<file path="src/rtl/id_pipe.sv">
`default_nettype none
// ============================================================================
// Module   : id_pipe
// Purpose  : Decode stage with registered ID/EX output, N-source operand
//            forwarding (enabled by macro ID_FWD_EN) and load-use interlock.
// Revision : 1.0 - initial release
// ============================================================================
module id_pipe #(
  parameter int DATA_W = 32,
  parameter int RA_W   = 5,
  parameter int NFWD   = 2
) (
  input  logic                   clk,
  input  logic                   rst,
  input  logic                   if_valid_i,
  output logic                   if_ready_o,
  input  logic [31:0]            pc_i,
  input  logic [31:0]            inst_i,
  output logic                   reg1_read_o,
  output logic                   reg2_read_o,
  output logic [RA_W-1:0]        reg1_addr_o,
  output logic [RA_W-1:0]        reg2_addr_o,
  input  logic [DATA_W-1:0]      reg1_data_i,
  input  logic [DATA_W-1:0]      reg2_data_i,
  input  logic [NFWD-1:0]        fwd_wreg_i,
  input  logic [NFWD*RA_W-1:0]   fwd_wd_i,
  input  logic [NFWD*DATA_W-1:0] fwd_wdata_i,
  input  logic [NFWD-1:0]        fwd_isload_i,
  output logic                   ex_valid_o,
  input  logic                   ex_ready_i,
  output logic [7:0]             aluop_o,
  output logic [2:0]             alusel_o,
  output logic [DATA_W-1:0]      reg1_o,
  output logic [DATA_W-1:0]      reg2_o,
  output logic [RA_W-1:0]        wd_o,
  output logic                   wreg_o,
  output logic                   inst_invalid_o,
  output logic [31:0]            stall_cnt_o
);

  localparam logic [5:0] OP_SPECIAL = 6'b000000;
  localparam logic [5:0] OP_ANDI    = 6'b001100;
  localparam logic [5:0] OP_ORI     = 6'b001101;
  localparam logic [5:0] OP_XORI    = 6'b001110;
  localparam logic [5:0] OP_LUI     = 6'b001111;

  localparam logic [5:0] FN_SLL = 6'b000000;
  localparam logic [5:0] FN_SRL = 6'b000010;
  localparam logic [5:0] FN_SRA = 6'b000011;
  localparam logic [5:0] FN_AND = 6'b100100;
  localparam logic [5:0] FN_OR  = 6'b100101;
  localparam logic [5:0] FN_XOR = 6'b100110;
  localparam logic [5:0] FN_NOR = 6'b100111;

  localparam logic [7:0] EXE_NOP_OP = 8'b00000000;
  localparam logic [7:0] EXE_AND_OP = 8'b00100100;
  localparam logic [7:0] EXE_OR_OP  = 8'b00100101;
  localparam logic [7:0] EXE_XOR_OP = 8'b00100110;
  localparam logic [7:0] EXE_NOR_OP = 8'b00100111;
  localparam logic [7:0] EXE_SLL_OP = 8'b01111100;
  localparam logic [7:0] EXE_SRL_OP = 8'b00000010;
  localparam logic [7:0] EXE_SRA_OP = 8'b00000011;

  localparam logic [2:0] EXE_RES_NOP   = 3'b000;
  localparam logic [2:0] EXE_RES_LOGIC = 3'b001;
  localparam logic [2:0] EXE_RES_SHIFT = 3'b010;

  logic [5:0]  op;
  logic [5:0]  funct;
  logic [4:0]  rs;
  logic [4:0]  rt;
  logic [4:0]  rd;
  logic [4:0]  shamt;
  logic [15:0] imm;

  assign op    = inst_i[31:26];
  assign rs    = inst_i[25:21];
  assign rt    = inst_i[20:16];
  assign rd    = inst_i[15:11];
  assign shamt = inst_i[10:6];
  assign funct = inst_i[5:0];
  assign imm   = inst_i[15:0];

  logic [7:0]        dec_aluop;
  logic [2:0]        dec_alusel;
  logic              dec_wreg;
  logic [RA_W-1:0]   dec_wd;
  logic              dec_invalid;
  logic              rd_en   [2];
  logic [RA_W-1:0]   rd_addr [2];
  logic [DATA_W-1:0] imm_val [2];
  logic [DATA_W-1:0] rf_data [2];
  logic [DATA_W-1:0] opnd    [2];
  logic              port_haz[2];
  logic              hazard;

  always_comb begin
    dec_aluop   = EXE_NOP_OP;
    dec_alusel  = EXE_RES_NOP;
    dec_wreg    = 1'b0;
    dec_wd      = RA_W'(rd);
    dec_invalid = 1'b1;
    rd_en[0]    = 1'b0;
    rd_en[1]    = 1'b0;
    imm_val[0]  = '0;
    imm_val[1]  = '0;
    case (op)
      OP_ORI, OP_ANDI, OP_XORI: begin
        rd_en[0]    = 1'b1;
        imm_val[1]  = DATA_W'(imm);
        dec_wd      = RA_W'(rt);
        dec_wreg    = 1'b1;
        dec_alusel  = EXE_RES_LOGIC;
        dec_invalid = 1'b0;
        case (op)
          OP_ANDI: dec_aluop = EXE_AND_OP;
          OP_XORI: dec_aluop = EXE_XOR_OP;
          default: dec_aluop = EXE_OR_OP;
        endcase
      end
      OP_LUI: begin
        imm_val[1]  = DATA_W'({imm, 16'h0000});
        dec_wd      = RA_W'(rt);
        dec_wreg    = 1'b1;
        dec_aluop   = EXE_OR_OP;
        dec_alusel  = EXE_RES_LOGIC;
        dec_invalid = 1'b0;
      end
      OP_SPECIAL: begin
        // The all-zero word aliases SLL r0,r0,0; treat it as a true no-op.
        if (inst_i == 32'h0) begin
          dec_invalid = 1'b0;
        end else begin
          case (funct)
            FN_AND, FN_OR, FN_XOR, FN_NOR: begin
              rd_en[0]    = 1'b1;
              rd_en[1]    = 1'b1;
              dec_wreg    = 1'b1;
              dec_alusel  = EXE_RES_LOGIC;
              dec_invalid = 1'b0;
              case (funct)
                FN_AND:  dec_aluop = EXE_AND_OP;
                FN_OR:   dec_aluop = EXE_OR_OP;
                FN_XOR:  dec_aluop = EXE_XOR_OP;
                default: dec_aluop = EXE_NOR_OP;
              endcase
            end
            FN_SLL, FN_SRL, FN_SRA: begin
              rd_en[1]    = 1'b1;
              imm_val[0]  = DATA_W'(shamt);
              dec_wreg    = 1'b1;
              dec_alusel  = EXE_RES_SHIFT;
              dec_invalid = 1'b0;
              case (funct)
                FN_SLL:  dec_aluop = EXE_SLL_OP;
                FN_SRL:  dec_aluop = EXE_SRL_OP;
                default: dec_aluop = EXE_SRA_OP;
              endcase
            end
            default: ;
          endcase
        end
      end
      default: ;
    endcase
  end

  assign rd_addr[0] = RA_W'(rs);
  assign rd_addr[1] = RA_W'(rt);
  assign rf_data[0] = reg1_data_i;
  assign rf_data[1] = reg2_data_i;

  assign reg1_read_o = rd_en[0];
  assign reg2_read_o = rd_en[1];
  assign reg1_addr_o = rd_addr[0];
  assign reg2_addr_o = rd_addr[1];

  for (genvar p = 0; p < 2; p++) begin : g_port
    logic use_port;
    logic hit;
`ifdef ID_FWD_EN
    logic              hit_load;
    logic [DATA_W-1:0] hit_data;
`endif

    assign use_port = rd_en[p] && (rd_addr[p] != '0);

    // Scan from the oldest source down so the youngest match wins.
    always_comb begin
      hit = 1'b0;
`ifdef ID_FWD_EN
      hit_load = 1'b0;
      hit_data = '0;
`endif
      for (int k = NFWD - 1; k >= 0; k--) begin
        if (fwd_wreg_i[k] && (fwd_wd_i[k*RA_W +: RA_W] == rd_addr[p])) begin
          hit = 1'b1;
`ifdef ID_FWD_EN
          hit_load = fwd_isload_i[k];
          hit_data = fwd_wdata_i[k*DATA_W +: DATA_W];
`endif
        end
      end
    end

`ifdef ID_FWD_EN
    assign port_haz[p] = use_port && hit && hit_load;
    assign opnd[p]     = !rd_en[p]    ? imm_val[p] :
                         !use_port    ? '0 :
                         hit          ? hit_data : rf_data[p];
`else
    assign port_haz[p] = use_port && hit;
    assign opnd[p]     = !rd_en[p] ? imm_val[p] :
                         !use_port ? '0 : rf_data[p];
`endif
  end

  assign hazard = port_haz[0] || port_haz[1];

`ifdef ID_FWD_EN
  logic unused_inputs;
  assign unused_inputs = ^pc_i;
`else
  logic unused_inputs;
  assign unused_inputs = ^{pc_i, fwd_wdata_i, fwd_isload_i};
`endif

  logic              id_ex_load;
  logic              ex_valid_d,   ex_valid_q;
  logic [7:0]        aluop_d,      aluop_q;
  logic [2:0]        alusel_d,     alusel_q;
  logic [DATA_W-1:0] reg1_d,       reg1_q;
  logic [DATA_W-1:0] reg2_d,       reg2_q;
  logic [RA_W-1:0]   wd_d,         wd_q;
  logic              wreg_d,       wreg_q;
  logic              invalid_d,    invalid_q;
  logic [31:0]       stall_cnt_d,  stall_cnt_q;

  assign id_ex_load = !ex_valid_q || ex_ready_i;
  assign if_ready_o = !rst && !hazard && id_ex_load;

  always_comb begin
    ex_valid_d  = ex_valid_q;
    aluop_d     = aluop_q;
    alusel_d    = alusel_q;
    reg1_d      = reg1_q;
    reg2_d      = reg2_q;
    wd_d        = wd_q;
    wreg_d      = wreg_q;
    invalid_d   = invalid_q;
    stall_cnt_d = stall_cnt_q;
    if (if_valid_i && hazard && (stall_cnt_q != 32'hFFFF_FFFF)) begin
      stall_cnt_d = stall_cnt_q + 32'd1;
    end
    if (id_ex_load) begin
      if (if_valid_i && !hazard) begin
        ex_valid_d = 1'b1;
        aluop_d    = dec_aluop;
        alusel_d   = dec_alusel;
        reg1_d     = opnd[0];
        reg2_d     = opnd[1];
        wd_d       = dec_wd;
        wreg_d     = dec_wreg;
        invalid_d  = dec_invalid;
      end else begin
        ex_valid_d = 1'b0;
        aluop_d    = EXE_NOP_OP;
        alusel_d   = EXE_RES_NOP;
        reg1_d     = '0;
        reg2_d     = '0;
        wd_d       = '0;
        wreg_d     = 1'b0;
        invalid_d  = 1'b0;
      end
    end
  end

  always_ff @(posedge clk) begin
    if (rst) begin
      ex_valid_q  <= 1'b0;
      aluop_q     <= EXE_NOP_OP;
      alusel_q    <= EXE_RES_NOP;
      reg1_q      <= '0;
      reg2_q      <= '0;
      wd_q        <= '0;
      wreg_q      <= 1'b0;
      invalid_q   <= 1'b0;
      stall_cnt_q <= '0;
    end else begin
      ex_valid_q  <= ex_valid_d;
      aluop_q     <= aluop_d;
      alusel_q    <= alusel_d;
      reg1_q      <= reg1_d;
      reg2_q      <= reg2_d;
      wd_q        <= wd_d;
      wreg_q      <= wreg_d;
      invalid_q   <= invalid_d;
      stall_cnt_q <= stall_cnt_d;
    end
  end

  assign ex_valid_o     = ex_valid_q;
  assign aluop_o        = aluop_q;
  assign alusel_o       = alusel_q;
  assign reg1_o         = reg1_q;
  assign reg2_o         = reg2_q;
  assign wd_o           = wd_q;
  assign wreg_o         = wreg_q;
  assign inst_invalid_o = invalid_q;
  assign stall_cnt_o    = stall_cnt_q;

endmodule
`default_nettype wire

</file>
<file path="config.mk">
export PLATFORM = sky130hd
export DESIGN_NAME = id_pipe
export DESIGN_NICKNAME = d
export VERILOG_FILES = /design/src/rtl/id_pipe.sv
export SDC_FILE = /design/constraint.sdc
export NUM_CORES = 1
export LEC_CHECK = 0
export ABC_AREA = 1
export CAP_MARGIN = 10
export CORE_UTILIZATION = 35
export CTS_CLUSTER_DIAMETER = 200
export DETAILED_ROUTE_END_ITERATION = 8
export PLACE_DENSITY = 0.73
export SLEW_MARGIN = 20
export SYNTH_ARGS = -nofsm -noshare
export SYNTH_HDL_FRONTEND = slang
export SYNTH_SLANG_ARGS = --single-unit
</file>
<file path="constraint.sdc">
create_clock -name clk -period 2.3 [get_ports clk]
set_input_delay 0.575 -clock clk [delete_from_list [all_inputs] [get_ports clk]]
set_output_delay 0.575 -clock clk [all_outputs]
set_load 0.1 [all_outputs]
</file>
## Word level (Yosys, flattened, before mapping)

Index checks and enable logic that the tools add are counted.
W data, S select, Z words.

- Bits of input ports: 210
- Register bits after elaboration: 115
- Output and inout bits: 128
- Logic and storage cells: 93

- Equal/unequal tests: 15
- Reductions and logical operators: 28
- Add/subtract/negate cells: 1
- Mux-type cells: 40

Operators with widths:

| kind | number |
|---|---|
| $mux W32 | 6 |
| $pmux W32 S2 | 1 |
| $add A32 B1 Y32 const B | 1 |
| $logic_not A32 Y1 | 1 |
| $ne A32 B32 Y1 const B | 1 |
| $pmux W7 S2 | 2 |
| $mux W5 | 5 |
| $eq A6 B4 Y1 const B | 4 |
| $eq A6 B6 Y1 const B | 4 |
| $pmux W7 S3 | 1 |
| $eq A5 B5 Y1 | 4 |
| $logic_and A1 B1 Y1 | 13 |
| $mux W1 | 13 |
| $eq A6 B2 Y1 const B | 2 |
| $logic_not A6 Y1 | 2 |
| $pmux W2 S2 | 3 |
| $reduce_bool A5 Y1 | 2 |
| $mux W8 | 1 |
| $reduce_or A4 Y1 | 2 |
| $mux W7 | 1 |
| $reduce_or A7 Y1 | 1 |
| $pmux W1 S2 | 3 |
| $pmux W2 S3 | 1 |
| $reduce_or A3 Y1 | 2 |
| 4 further kinds | 8 |

## Depth between registers and ports, before layout

- Depth in word-level cells: 11
- Gate-level depth with buffers: 13

## Least setup slack after synthesis

OpenSTA, ideal clock, no wires.

- Kind: input port to output port
- From: input port inst_i[31]
- To: output port if_ready_o
- Data required time: 1725 ps
- Arrival: 3992 ps
- Setup slack: -2267 ps
- Stages: 11
- Path buffers: 2
- Cells stage by stage: nor2_2 > nand3_2 > inv_2 > nand2_2 > o21ai_2 > and2_1 > buf_4 > nand2_4 > nand2_4 > buf_4 > nor3_1

- Word-level cells in the longest chain between the ends: 9
- Elaborated cells between the ends (all ways): 17

RTL lines:

| item | RTL line | RTL |
|---|---|---|
| start: declaration | 18 | `input logic [31:0] inst_i,` |
| $logic_not A32 Y1 or $eq A6 B4 Y1 (tied branches) | 131, 107 |  |
| $mux W2 or $reduce_or A3 Y1 (tied branches) | 131, 107 |  |
| $pmux W1 S2 (*) | 107 | `case (op)` |
| net reg1_read_o | 19 | `output logic reg1_read_o,` |
| $logic_and A1 B1 Y1 (*) | 186 | `assign use_port = rd_en[p] && (rd_addr[p] != '0);` |
| $logic_and A1 B1 Y1 (*) | 212 | `assign port_haz[p] = use_port && hit;` |
| $logic_or A1 B1 Y1 (*) | 218 | `assign hazard = port_haz[0] \|\| port_haz[1];` |
| $logic_not A1 Y1 (*) | 240 | `assign if_ready_o = !rst && !hazard && id_ex_load;` |
| $logic_and A1 B1 Y1 (*) (2 in a row) | 240 |  |
| end: declaration | 16 | `output logic if_ready_o,` |

Mark *: on every way through the listed nets, which the timed path passes. The rest lies on a longest branch.

## Final worst setup path

- From: input port inst_i[31]
- To: output port if_ready_o

- Word-level cells in the longest chain between the ends: 9
- Elaborated cells between the ends (all ways): 17

RTL lines:

| item | RTL line |
|---|---|
| $logic_not A32 Y1 or $eq A6 B4 Y1 (tied branches) | 131, 107 |
| $mux W2 or $reduce_or A3 Y1 (tied branches) | 131, 107 |
| $pmux W1 S2 or $mux W1 (tied branches) | 107 |
| $logic_and A1 B1 Y1 | 186 |
| $logic_and A1 B1 Y1 | 212 |
| $logic_or A1 B1 Y1 (*) | 218 |
| $logic_not A1 Y1 (*) | 240 |
| $logic_and A1 B1 Y1 (*) (2 in a row) | 240 |

Mark *: on every way between the ends. The rest lies on a longest branch, timed or not.

==> summary.md <==
| Metric | Value |
|---|---|
| Leakage | 0.004231 uW |
| Die footprint | 19,330 um2 |
| Clock Latency Late Sink | 0.37 ns |
| Worst min path class | reg -> reg |
| Final WS setup | -0.1100 ns |
| First-pass GRT wire length | 36,260 um |
| Worst Path Max Fanout | 3 |
| Share of cells above drive strength 1 | 0.2507 |
| Hpwl dp | 17,240 um |
| Most common cell after layout, fill and taps aside | nor2_1 |
| DRC viols | 0 |
| Design Area, Final | 9987 um2 |
| Largest net degree at the start of global routing | 110 |
| Synth top area cells | dfxtp_1 34%, nor2_1 22%, nand2_1 9.6%, inv_1 7.5%, a21oi_1 5.6% |
| Die width | 139.0 um |
| FF+latch count, synth | 110 |
| Initial DRC Count | 479 |
| Die H | 139.0 um |
| Clock Tree Root | clkbuf_16 |
| Sw Share | 0.2935 |
| YS warnings | 0 |
| Number of clock sinks | 110 |
| Vias | 7,633 |
| CTS Buf Count | 9 |
| Gpl congestion | 0.9453 |
| Area post-placement | 9552 um2 |
| Max rail drop VDD | 0.0003474 V |
| Hold Startpoint | wreg_o$_SDFFE_PP0P_ |
| Avg Cell Area, Syn | 6.018 um2 |
| Reg-to-Reg Start | stall_cnt_o[1]$_SDFFE_PP0P_ |
| Final nets | 1,594 |
| Worst Hold Depth | 2 |
| # IOs | 338 |
| # port buffers | 237 |
| Sequential share of the synthesized area | 0.3351 |
| Post-synthesis simple-gate area fraction | 0.4094 |
| Post-route setup TNS | -0.1821 ns |
| CP Data Arrival Time | 1.83 ns |
| Status | complete, but fails checks |
| Total track usage | 0.2349 |
| Comb pwr share | 0.194 |
| Post-CTS Hold Buffers | 0 |
| Antenna violations before repair | 1 |
| Post-DRT Antenna Nets | 0 |
| Critical Path RT | 1.73 ns |
| Number of fill cells in the layout | 1,790 |
| Leading area contributor after synthesis | dfxtp_1 |
| DP Worst Slack | -0.7042 ns |
| RSZ-0062 raised after global routing | true |
| Clock power frac | 0.358 |
| Cell count of the worst reg-to-reg path | 11 |
| Largest family of logic cells by synthesized area | simple AND/OR/NAND/NOR gates |
| Syn Inst Count | 1,092 |
| Final Non-Filler Cells | 1,619 |
| Synth Area in XOR/XNOR | 0.03998 |
| Share of the synthesized area in the top cell type | 0.3351 |
| Number of global-route vias before repair | 7,178 |
| Clock Skew | 0.009081 ns |
| Core footprint | 18,210 um2 |
| Placed Instances | 1,586 |
| Synth Area in Compound Gates | 0.08054 |
| Setup-failing EPs final | 2 |
| Post-synthesis mux area share | 0 |
| Pint | 3035 uW |
| Avg Vias per Cell | 4.715 |
| Critical Path End Type | output pin |
| Post-synth cell types | 37 |
| Avg WL per Cell | 14.10 um |
| Most frequent cells in the layout | 369 x nor2_1, 210 x buf_4, 160 x nand2_1 |
| H-tree levels | 3 |
| Period minus WS final | 2.410 ns |
| Failing checks | negative setup slack |
| Final Cycle Share | 1.048 |
| GRT overflow | 0 |
| Seq pwr share | 0.448 |
| WL final | 22,820 um |
| F_max | 0.4149 GHz |
| Adder and majority gate portion of the synthesized area | 0.001904 |
| Area of the mapped netlist | 6571 um2 |
| Power per cell area | 430.1 nW/um2 |
| CTS Buffer Depth | 2 |
| Clk slew on worst S/H paths | 0.07 ns |
| Initial core utilization | 0.3609 |
| Synth-to-Final Area Change | 51.98% |
| Sw power | 1261 uW |
| Row cnt | 49 |
| Max-slew violation count | 0 |
| Worst Setup SP | inst_i[31] |
| Slew HR | 0.6212 |
| Slew at the pin closest to its max-slew limit | 0.5639 ns |
| Critical path class | in -> out |
| CTS tree | yes |
| Hold Vio Cnt, Final | 0 |
| Router iterations before antenna repair | 7 |
| Startpoint types | input port |
| Max_cap viols | 0 |
## area by class of cell
class                   instances  area (um2)  share of cell area
clock buffers                  11       242.7             0.02430
flip-flops and latches        110        2207              0.2210
clock inverters                 5       38.79            0.003884
multi-input cells             784        3697              0.3702
repair buffers                344        3002              0.3006
diodes                          2       5.005           0.0005011
well taps                     229       286.5             0.02869
inverters                     134       508.0             0.05086
## layer usage
metal	GRT usage	up-vias	wire, um
li1	-	3924	-
met3	0.06768	23	1770
met2	0.4293	244	11580
met5	0	-	0
met4	0.07135	0	383
met1	0.2618	3442	9085
## power groups by stage
stage / clock network, uW / registers [uW] / logic (uW)
final: 1540 / 1920 / 834
after global routing: 1670 / 1920 / 884
after CTS: 1590 / 1920 / 823
after detailed placement: 0 / 1970 / 827
after global placement: 0 / 1970 / 824
after floorplan: 0 / 2060 / 316
## per-stage QoR
stage,utilization,total power (uW),hold slack [ns]
finish,0.5485,4296,0.4676
global route,0.5483,4474,0.4912
CTS,0.5445,4332,0.4686
detailed placement,0.5246,2795,0.4578
global placement,0.5246,2792,0.4533
floorplan,-,2372,0.7045
## cell usage after synthesis (all sizes together)
cell	number
nand4	40
conb	1
nand3b	1
o211ai	1
a21oi	74
dfxtp	110
and2	1
xor2	21
nor3b	1
ha	1
nand2	172
inv	134
clkbuf	28
buf	37
nand3	25
o22ai	6
nor4	1
nor3	17
o21ai	13
nor2	393
a22oi	6
xnor2	9
## cell families after synthesis
| family | Yosys count |
|---|---|
| AND/OR/NAND/NOR | 651 |
| buffers and inverters | 199 |
| flip-flops | 110 |
| AO/OA/AOI/OAI | 100 |
| XOR/XNOR | 30 |
| adder cells (fa/ha/maj) | 1 |
| other | 1 |
## final timing paths
check | to | slack (ns)
worst max-delay path | if_ready_o | -0.11
worst min-delay path | wreg_o$_SDFFE_PP0P_ | 0.47
worst max register to register | stall_cnt_o[7]$_SDFFE_PP0P_ | 0.19
worst min register to register | wreg_o$_SDFFE_PP0P_ | 0.47
## critical path, cell delays in order
cell and delay, ns:
buf_6 0.10, nor2_4 0.15, nand2_2 0.08, nor2_4 0.15, nand2_2 0.08, nor2_4 0.11, nor2_4 0.05, nand4_4 0.08
nand2_4 0.07, nor3_4 0.19, buf_12 0.20
## repair_timing
item	in CTS	in global routing
endpoints found under the setup margin	111	41
pin swaps	45	28
resized for setup	175	44
buffers inserted	13	3
## flip-flops by register name, summed over array words and instances (netlist names)
name            count
reg1_o             32
inst_invalid_o      1
alusel_o            2
wd_o                5
reg2_o             32
aluop_o             4
ex_valid_o          1
stall_cnt_o        32
wreg_o              1
(Power assumes the default switching activity.)
